[src/rtl/sigmoid_grad.sv]
// Sigmoid backward pass: g = e * y * (1 - y), three-stage multicycle datapath
// started by a rising edge on dv_in and finished with a one-cycle dv_out pulse.
module sigmoid_grad #(
   parameter int IBIT = 32,
   parameter int OBIT = 11,
   parameter int FBIT = 10
) (
   input  logic                   clk,
   input  logic                   rst,
   input  logic                   dv_in,
   input  logic signed [OBIT-1:0] sigin,
   input  logic signed [IBIT-1:0] errin,
   output logic                   dv_out,
   output logic signed [IBIT-1:0] gradout,
   output logic                   busy
);

   localparam int PW = 2 * FBIT;
   localparam int MW = IBIT + FBIT - 1;
   localparam logic [FBIT:0]          One = {1'b1, {FBIT{1'b0}}};
   localparam logic signed [MW-1:0]   Rnd = MW'(2 ** (FBIT - 1));

   typedef enum logic [1:0] {StIdle, StMul1, StMul2, StDone} state_e;

   state_e                 state;
   logic                   bfr_dv;
   logic signed [OBIT-1:0] y_r;
   logic signed [IBIT-1:0] e_r;
   logic [PW-1:0]          p_r;
   logic signed [MW-1:0]   m_r;

   logic [FBIT:0]          y_c;
   logic [FBIT:0]          one_m_y;
   logic [PW-1:0]          d;
   logic signed [MW-1:0]   m_rnd;

   always_comb begin
      // Negative activations are out of range and clamp to zero.
      y_c     = y_r[OBIT-1] ? '0 : (FBIT + 1)'(y_r);
      one_m_y = One - y_c;
      d       = p_r >> FBIT;
      m_rnd   = m_r + Rnd;
   end

   assign busy = (state != StIdle);

   always_ff @(posedge clk) begin
      if (rst) begin
         state   <= StIdle;
         bfr_dv  <= 1'b0;
         dv_out  <= 1'b0;
         gradout <= '0;
         y_r     <= '0;
         e_r     <= '0;
         p_r     <= '0;
         m_r     <= '0;
      end else begin
         bfr_dv <= dv_in;
         dv_out <= 1'b0;
         case (state)
            StIdle: begin
               if (!bfr_dv && dv_in) begin
                  y_r   <= sigin;
                  e_r   <= errin;
                  state <= StMul1;
               end
            end
            StMul1: begin
               p_r   <= PW'(y_c) * PW'(one_m_y);
               state <= StMul2;
            end
            StMul2: begin
               // d is at most 2^(FBIT-2), so the product fits MW bits signed.
               m_r   <= MW'(e_r) * $signed(MW'(d));
               state <= StDone;
            end
            StDone: begin
               gradout <= IBIT'(m_rnd >>> FBIT);
               dv_out  <= 1'b1;
               state   <= StIdle;
            end
            default: state <= StIdle;
         endcase
      end
   end

endmodule

[config.mk]
export PLATFORM = sky130hd
export DESIGN_NAME = sigmoid_grad
export DESIGN_NICKNAME = d
export VERILOG_FILES = /design/src/rtl/sigmoid_grad.sv
export SDC_FILE = /design/constraint.sdc
export NUM_CORES = 1
export LEC_CHECK = 0
export BUFFER_PORTS_ARGS = -buffer_cell sky130_fd_sc_hd__clkbuf_2
export CELL_PAD_IN_SITES_DETAIL_PLACEMENT = 2
export CELL_PAD_IN_SITES_GLOBAL_PLACEMENT = 2
export CORE_MARGIN = 2
export CORE_UTILIZATION = 41
export CTS_BUF_LIST = sky130_fd_sc_hd__clkbuf_8
export DETAILED_ROUTE_END_ITERATION = 7
export GPL_ROUTABILITY_DRIVEN = 0
export GPL_TIMING_DRIVEN = 0
export MAX_ROUTING_LAYER = met4
export PLACE_DENSITY_LB_ADDON = 0.1
export SLEW_MARGIN = 0
export SYNTH_ARGS = -nofsm -noshare
export SYNTH_HDL_FRONTEND = slang
export SYNTH_SLANG_ARGS = --single-unit
[constraint.sdc]
create_clock -name clk -period 8.2 [get_ports clk]
set_input_delay 1.23 -clock clk [delete_from_list [all_inputs] [get_ports clk]]
set_output_delay 1.23 -clock clk [all_outputs]
set_load 0.03 [all_outputs]
# == Word-level counts from Yosys, hierarchy flattened ==
# Index checks and enable logic that the tools add are counted.
# op_classes
mul,2
n_reduce_logical,5
eq_ne,4
n_mux,4
shift,0
add_sub_neg,2
order_cmp,0
div,0
bitwise_logic,0
# op_table
operator,n
"adder 41 x 11 -> 41 bit, second input constant",1
multiplier 32 x 11 -> 41 bit,1
multiplier 10 x 11 -> 20 bit,1
"subtractor 11 x 10 -> 11 bit, first input constant",1
two-way mux 10 bit,1
one-hot mux 2 bit (4 select lines),1
"equality test 2 bit, second input constant",2
"equality test 2 x 1 -> 1 bit, second input constant",1
zero test 2 bit,1
two-way mux 2 bit,1
"inequality test 2 bit, second input constant",1
AND reduction 2 bit,1
nonzero test 2 bit,1
logical AND 1 bit,1
zero test 1 bit,1
two-way mux 1 bit,1
# totals
register_bits,139
mem_bits_ro,0
memories,0
wordCells,25
mem_bits_rw,0
input_bits,46
latch_bits,0

# == Logic depth before layout (Yosys ltp) ==
# Gate-level depths: netlist of the first run.
# logic_depth
ltp_word,4
ltp_mapped,31

# == Worst setup path before layout of the first run ==
# No wires, ideal clock.
# synth_path
path_kind,reg2reg
startpoint,register y_r[10]
endpoint,register p_r[12]
n_path_buf,3
stages_incl_launch_ff,31
required_time_ns,8.072
setup_slack_ns,1.771
setup_time_ns,0.128
arrival_time_ns,6.301
cell_sequence,dfxtp_1 -> clkbuf_1 -> nor2b_1 -> clkbuf_1 -> inv_1 -> ha_1 -> nand2_1 -> nor2_1 -> nand2_1 -> nor2_1 -> ha_1 -> buf_1 -> nand2b_1 -> fa_1 -> inv_1 -> fa_1 -> inv_1 -> fa_1 -> inv_1 -> fa_1 -> inv_1 -> fa_1 -> inv_1 -> ha_1 -> a211o_1 -> a211o_1 -> a31oi_1 -> o21bai_1 -> xor2_1 -> mux2i_1 -> nor2_1
# synth_between
elab_chain_cells,3
# synth_lines
item,line,text
from (decl),27,logic signed [OBIT-1:0] y_r;
from (signal assigned),63,y_r <= sigin;
two-way mux 10 bit (*),39,y_c = y_r[OBIT-1] ? '0 : (FBIT + 1)'(y_r);
subtractor 11 x 10 -> 11 bit,40,one_m_y = One - y_c;
multiplier 10 x 11 -> 20 bit (*),69,p_r <= PW'(y_c) * PW'(one_m_y);
to (signal assigned),69,
to (decl),29,logic [PW-1:0] p_r;
# Every way passes the cells marked *; elsewhere a longest branch is shown, timed or not.
# A chain may end at the register's enable or synchronous reset.

# == Final worst setup path of the first run ==
# layout_path
startpoint,register y_r[10]
endpoint,register p_r[18]
# Same word-level chain as after synthesis.

==> results of run 1 <==
[tightest hold or removal path, cell delays in order (launching register included)]
cell and delay [ns]:
dfxtp_1 0.32, nand2_1 0.05, a21oi_1 0.05
[kinds of logic after synthesis]
logic type      Yosys count  synth area share (%)
compound gates          232                  7.96
mux                      20                  1.07
simple gates            746                  18.9
buf+inv                 515                  10.4
fa+ha+maj               485                  45.6
flops                   120                  12.8
other cells               2                0.0400
xor+xnor                 67                  3.20
[path summary, 6_finish.rpt]
path / startpoint / end / slack (ns) / cells past startpoint
worst max-delay path: y_r[10] / p_r[18] / 0.53 / 30
worst max register to register: y_r[10] / p_r[18] / 0.53 / 30
worst min register to register: e_r[11] / e_r[11] / 0.46 / 2
worst min-delay path: e_r[11] / e_r[11] / 0.46 / 2
[metal layers]
layer / part of all wire, % / GRT usage, % / up-vias
met3: 3.1 / 4.28 / 120
met5: 0 / - / -
li1: - / - / 6921
met4: 4.1 / 12.9 / 0
met1: 40 / 33.3 / 8171
met2: 53 / 54.6 / 245
[report_power, final]
group	internal, mW	total (mW)	switching [mW]	leakage, nW
logic	0.859	2.59	1.73	8.46
clock network	0.288	0.602	0.314	0.196
registers	0.676	0.794	0.117	0.975
total	1.82	3.99	2.16	9.63
[sequential cells by signal, summed over array words and instances (netlist names)]
register and flops:
m_r 32, state 2, y_r 11, p_r 10
bfr_dv 1, e_r 32, gradout 31, dv_out 1
[synthesized netlist by cell type (31+ instances only)]
library cell / count / area [µm²]
inv_1: 397 / 1490
fa_1: 332 / 6650
nand2_1: 328 / 1230
ha_1: 153 / 1910
and2_1: 136 / 851
dfxtp_1: 120 / 2400
nor2_1: 119 / 447
clkbuf_1: 102 / 383
a21oi_1: 90 / 450
nand2b_1: 47 / 294
xnor2_1: 35 / 307
a211oi_1: 32 / 240
xor2_1: 31 / 272
[area by class of cell]
type                       instances  area, µm²
multi-input combinational       1557      14400
tap                              600        751
clock inverter                    12        140
fill                            5059      25000
clock buffer                      19        262
sequential                       120       2400
buffer                           117        463
timing repair buffer              79        395
inverter                         398       1490
[layout by cell type, fill, tap and decap left out, drive strengths merged, types with 6 or more instances in the layout]
cell type	n
inv	401
o21ai	26
o211ai	10
dfxtp	120
mux2i	20
conb	7
nand3	28
or3	7
and2	136
nand4	9
xor2	31
nor3	18
a211oi	32
nor2b	8
a21oi	91
a31oi	8
buf	15
a21o	17
and3	18
nand2	328
clkbuf	200
ha	153
nand2b	47
nor2	119
or2	9
xnor2	35
fa	332
o21a	6
[stage by stage]
step	instances	instance area, µm²	total power, mW	util [%]
after floorplan	2192	18800	2.41	-
after global placement	2871	19900	3.21	44.0
after detailed placement	2871	19900	3.39	44.0
after CTS	2902	20300	4.03	44.9
after global routing	2902	20300	4.33	44.9
final	2902	20300	3.99	44.9
==> out/results.ini, run 1 <==
[sta]
finalSetupViolCount = 0
period_needed_ns = 7.67
rsz0062_at_grt = no
fmax_mhz = 130
slew_headroom_pct = 19.3
tns_ns = 0
holdWs_ns = 0.460
hold_viol = 0
slew_viol_final = 0
finalCritPeriodShare_pct = 93.6
setup_ws_ns = 0.526
fin_skew_ns = 0.0229
worst-slew-pin-transition_ns = 1.21

[placed_design]
dpl_worst_slack_ns = 0.193
hpwl_um = 54400
io_buffers = 79

[die]
rows = 78
boundaryPins = 80
start_util_pct = 41.4
design.die.area_um2 = 47500
die_x_um = 218
core_area_um2 = 45300
die_h_um = 218

[route]
drt_iter0_markers = 658
ant_nets = 0
vias = 15500
drcViolationCount = 0
detail_route.wl_per_cell_um = 22.8
drt-pass1-iter-count = 5
vias_per_cell = 5.33
drt_wl_total_um = 66200

[finish]
area_growth_pct = 8.38
nNetsFinal = 2821
drive_gt1_share_pct = 5.78
num_antenna_cells = 0

[status]
status = finished clean

[power_and_ir_drop]
power.density_nw_per_um2 = 196
leakage_nw = 9.63
ir_drop_mv = 0.134

[critical_path]
required_ns = 8.65
path_buf_inv = 9
max_stage_delay_ns = 0.54
cp_data_arrival_time_ns = 8.12
worstSetupPathType = reg -> reg
cp-end-kind = flip-flop
crit_path_max_fanout = 11
crit_slowest_cell = fa_1
cp_top_family = adder cells
cp-start-kind = flip-flop
crit_top_cell = inv_1

[clock_network]
clock_latency_ns = 0.56
clockBufferDepth = 2
cts_tree = done
postCtsHoldBufs = 0
cts_root_buf = clkbuf_8
cts_buffers = 17
htree_levels = 4
clk_pin_slew_ns = 0.09
cts_setup_buffers = 0
post_cts_resized = 0
clock-sinks = 120

[hold_path]
hp-class = reg -> reg

[synth]
ys_dominant_reg_cell = dfxtp_1
ys_warn_count = 0
async_flop_share_pct = 0
synth_seq_cells = 120
syn_inst = 2187
synth-edff-count = 0
syn_area_um2 = 18800
seq_area_frac_synth_pct = 12.8
synth_cell_types = 68
avgSynthCellArea_um2 = 8.58

[global_routing]
grt_overflow = 0
grt_max_degree = 17
grt_pass1_wl_um = 104000
grt_pass1_vias = 18500
grt_use_total_pct = 30.3
antenna_found_initial = 4

[flow_run]
drv_cap = 0

Note: power is estimated with default switching activity, not from simulation.
==> inputs of run 2 (changes only) <==
- CORE_ASPECT_RATIO: unset -> 1.1
- HOLD_SLACK_MARGIN: unset -> 0.03
==> run 2 against run 1 <==
  * Die area barely moved
  * Via count shrank 1.5%
  * Fmax fell by 0.60%
  * Clock skew rose by 0.018 ns
  * Flip-flop and latch count unchanged
  * Routed wire length shrank 2.8%
==> out/results.ini, run 2 (synthesis results as in run 1) <==
[status]
status = finished clean

[critical_path]
crit_path_max_fanout = 11
cp-start-kind = flip-flop
cp_data_arrival_time_ns = 8.17
max_stage_delay_ns = 0.54
crit_slowest_cell = fa_1
reg2reg_slack_ns = 0.48
crit_top_cell = inv_1
worstSetupPathType = reg -> reg
cp-end-kind = flip-flop
required_ns = 8.64

[hold_path]
hp-class = reg -> reg

[finish]
top_regs = e_r: 32 flops, m_r: 32 flops, gradout: 31 flops
area_growth_pct = 8.39
layout_common_cells = 398 x inv_1, 332 x fa_1, 328 x nand2_1
num_antenna_cells = 0
final_common_cell = inv_1
drive_gt1_share_pct = 5.69
nNetsFinal = 2821

[die]
boundaryPins = 80
die_h_um = 228
rows = 82
design.die.area_um2 = 47500
core_area_um2 = 45300
die_x_um = 208
start_util_pct = 41.4

[sta]
fmax_mhz = 130
fin_skew_ns = 0.0405
tns_ns = 0
slew_headroom_pct = 40.9
rsz0062_at_grt = no
period_needed_ns = 7.72
worst-slew-pin-transition_ns = 0.886
slew_viol_final = 0
hold_viol = 0
finalCritPeriodShare_pct = 94.1
holdWs_ns = 0.459
finalSetupViolCount = 0

[power_and_ir_drop]
p_comb_share_pct = 64.0
swShare_pct = 53.8
seqPwrFrac_pct = 20.0
p_int_mw = 1.83
leakage_nw = 9.65
power.density_nw_per_um2 = 195
ir_drop_mv = 0.134
p_sw_mw = 2.13
power_frac_clock_pct = 16.0

[clock_network]
cts_tree = done
clk_pin_slew_ns = 0.08
cts_root_buf = clkbuf_8
clock_latency_ns = 0.58
clock-sinks = 120
cts_buffers = 17
htree_levels = 4
postCtsHoldBufs = 0
clockBufferDepth = 2

[route]
vias = 15200
drt_wl_total_um = 64400
drt-pass1-iter-count = 4
vias_per_cell = 5.27
detail_route.wl_per_cell_um = 22.3
drt_iter0_markers = 560
ant_nets = 0
drcViolationCount = 0

[global_routing]
grt_overflow = 0
grt_pass1_wl_um = 102000
grt_max_degree = 17
grt_use_total_pct = 28.9
antenna_found_initial = 2
grt_pass1_vias = 17900

[placed_design]
hpwl_um = 53900
io_buffers = 79

[flow_run]
drv_cap = 0

run 2: final timing paths:
| kind | from | depth (start not counted) | endpoint |
|---|---|---|---|
| hold reg to reg | e_r[17] | 2 | e_r[17] |
| setup / recovery | y_r[10] | 30 | p_r[18] |
| hold / removal | e_r[17] | 2 | e_r[17] |
| setup reg to reg | y_r[10] | 30 | p_r[18] |
run 2: power by group through the flow:
stage	Clock, mW	Sequential, mW	Combinational, mW
finish	0.633	0.792	2.53
global route	0.672	0.803	2.82
CTS	0.653	0.791	2.55
detailed placement	0	0.803	2.54
global placement	0	0.796	2.41
floorplan	0	0.788	1.62
run 2: layout make-up:
type                            instances  area (µm²)
Fill cell                            5090       25000
Multi-Input combinational cell       1557       14400
Clock inverter                         15         189
Inverter                              398        1490
Buffer                                117         462
Clock buffer                           17         234
Sequential cell                       120        2400
Timing Repair Buffer                   79         395
Tap cell                              588         736
run 2: routing by layer:
layer / vias to the layer above / wire, µm / track usage, %
li1: 6906 / - / -
met1: 7960 / 28100 / 34.8
met2: 259 / 32500 / 49.9
met3: 100 / 2100 / 4.41
met4: 0 / 1700 / 8.60
met5: - / 0 / -
run 2: what timing repair did:
item / CTS / global route
buffers inserted: 0 / 0
gates resized for setup: 0 / 2
endpoints found under the setup margin: 0 / 4
endpoints found under the hold margin: 0 / 0
run 2: stage by stage:
step	utilization (%)	std cells	power [mW]	worst slack [ns]	cell area [µm²]
global route	44.8	2891	4.29	0.0607	20300
finish	44.8	2891	3.96	0.480	20300
global placement	43.9	2859	3.20	0.631	19900
CTS	44.8	2891	4.00	0.348	20300
detailed placement	43.9	2859	3.34	0.377	19900
floorplan	-	2192	2.41	1.77	18800
run 2: worst max-delay path, delay by kind of cell (launching register included):
family	cells	cell delay, ns
AOI/OAI and AO/OA	5	1.33
adders and majority gates	8	3.29
DFF	1	0.34
buffers and inverters	9	1.35
and+or+nand+nor	8	1.32
==> inputs of run 3 (changes only) <==
- ABC_AREA: unset -> 1
- CORE_UTILIZATION: 41 -> 38
==> run 3 against run 2 <==
  * Synthesized cell count grew 29%
  * Flip-flop and latch count unchanged
  * Clock power shrank 5.8%
  * Sequential share of layout area fell by 0.87 points
  * Sequential power is 14% higher
  * Largest cell class unchanged
  * Fmax up 5.5%
  * Critical path type unchanged
  * Via count up 20%
  * Clock skew down 0.0099 ns
==> out/results.ini, run 3 <==
[status]
status = finished clean

[critical_path]
max_stage_delay_ns = 0.57
required_ns = 8.66
cp_data_arrival_time_ns = 7.78
worstSetupPathType = reg -> reg
reg2reg_slack_ns = 0.88
crit_top_cell = inv_1
cp-end-kind = flip-flop
crit_slowest_cell = fa_1
cp-start-kind = flip-flop
crit_path_max_fanout = 11

[power_and_ir_drop]
power.density_nw_per_um2 = 318
ir_drop_mv = 0.193
leakage_nw = 12.0

[die]
die_h_um = 246
design.die.area_um2 = 55300
core_area_um2 = 52600
die_x_um = 224
start_util_pct = 38.5
rows = 88
boundaryPins = 80

[sta]
finalSetupViolCount = 0
finalCritPeriodShare_pct = 89.2
worst-slew-pin-transition_ns = 1.03
hold_viol = 0
fmax_mhz = 137
slew_viol_final = 0
slew_headroom_pct = 31.2
rsz0062_at_grt = no
holdWs_ns = 0.449
fin_skew_ns = 0.0307
period_needed_ns = 7.32
tns_ns = 0

[synth]
synth_cell_types = 45
synth_top_area_cell = fa_1
synth-edff-count = 0
ys_dominant_reg_cell = dfxtp_1
syn_inst = 2812
synth_top_area_share_pct = 32.8
seq_area_frac_synth_pct = 11.8
avgSynthCellArea_um2 = 7.21
synth_seq_cells = 120
synthTopCellsByCount = 737 x inv_1, 609 x nand2_1, 332 x fa_1, 232 x nor2_1, 153 x ha_1
async_flop_share_pct = 0
syn_area_um2 = 20300
synth_area_leaders = fa_1 33%, inv_1 14%, dfxtp_1 12%, nand2_1 11%, ha_1 9.4%
ys_warn_count = 0
synth.most_common_cell = inv_1

[clock_network]
clock_latency_ns = 0.58
cts_root_buf = clkbuf_8
postCtsHoldBufs = 0
clockBufferDepth = 2
cts_setup_buffers = 0
cts_tree = done
clk_pin_slew_ns = 0.09
post_cts_resized = 0
htree_levels = 4
cts_buffers = 17
clock-sinks = 120

[placed_design]
place_area_um2 = 21500
hpwl_um = 64300
io_buffers = 78

[route]
vias_per_cell = 5.08
ant_nets = 0
detail_route.wl_per_cell_um = 21.1
drt_iter0_markers = 640
drcViolationCount = 0
vias = 18300
drt-pass1-iter-count = 4
drt_wl_total_um = 75900

[global_routing]
antenna_found_initial = 2
grt_pass1_wl_um = 122000
grt_max_degree = 17
grt_overflow = 0
grt_use_total_pct = 29.9
grt_pass1_vias = 21700

[finish]
final_common_cell = inv_1
area_growth_pct = 8.14
multiInputGateArea_um2 = 14700
layout_common_cells = 738 x inv_1, 609 x nand2_1, 332 x fa_1
fin_util_pct = 41.7
fill_cells = 6335
stdcell_area_um2 = 21900
regArea_um2 = 2400
nNetsFinal = 3445
top_regs = e_r: 32 flops, m_r: 32 flops, gradout: 31 flops
drive_gt1_share_pct = 4.85

[hold_path]
hp-class = reg -> reg

[flow_run]
drv_cap = 0

run 3: layer usage:
metal  global-route usage, %  up-vias  wire length (µm)
li1                        -     8460                 -
met1                    33.0     9455             31200
met2                    55.4      247             40100
met3                    3.20      130              1650
met4                    11.2        0              2880
met5                       -        -                 0
run 3: metrics by stage:
step	worst slack, ns	instances	power, mW
2_1_floorplan	2.20	2817	4.45
3_3_place_gp	1.10	3570	6.14
3_5_place_dp	0.937	3570	6.41
4_1_cts	0.929	3601	7.06
5_1_grt	0.251	3602	7.77
6_report	0.884	3602	6.98
run 3: logic make-up (layout without fill, tap and decap cells):
logic type | count (synthesis) | in the layout | synth area share (%)
AND/OR/NAND/NOR | 998 | 998 | 19.9
buffers and inverters | 854 | 963 | 15.9
adder cells (fa/ha/maj) | 485 | 485 | 42.2
AO/OA/AOI/OAI | 309 | 309 | 8.28
flip-flops | 120 | 120 | 11.8
XOR/XNOR | 44 | 44 | 1.90
other | 2 | 8 | 0.0370
run 3: worst paths after layout:
| kind | from | end | depth (start not counted) |
|---|---|---|---|
| worst max-delay path | y_r[10] | p_r[19] | 31 |
| worst min-delay path | e_r[19] | e_r[19] | 2 |
| worst max register to register | y_r[10] | p_r[19] | 31 |
| worst min register to register | e_r[19] | e_r[19] | 2 |
run 3: worst max-delay path: cells and delay by family (launching register included):
| kind | cells | cell delay (ns) |
|---|---|---|
| AOI/OAI and AO/OA | 5 | 0.93 |
| DFF | 1 | 0.35 |
| buffers and inverters | 8 | 1.17 |
| and+or+nand+nor | 10 | 1.39 |
| adders and majority gates | 8 | 3.39 |
run 3: area by class of cell:
type	instances	share of cell area, %
Clock inverter	13	0.673
Sequential cell	120	11.0
Timing Repair Buffer	78	1.78
Tap cell	675	3.85
Inverter	741	12.7
Antenna cell	1	0.0114
Multi-Input combinational cell	1843	66.9
Clock buffer	18	1.13
Buffer	113	1.98
run 3: where the power goes:
part           internal, mW  switching [mW]  leakage (nW)
registers             0.760           0.141         0.984
logic                  1.73            3.76          10.9
clock network         0.279           0.318         0.194
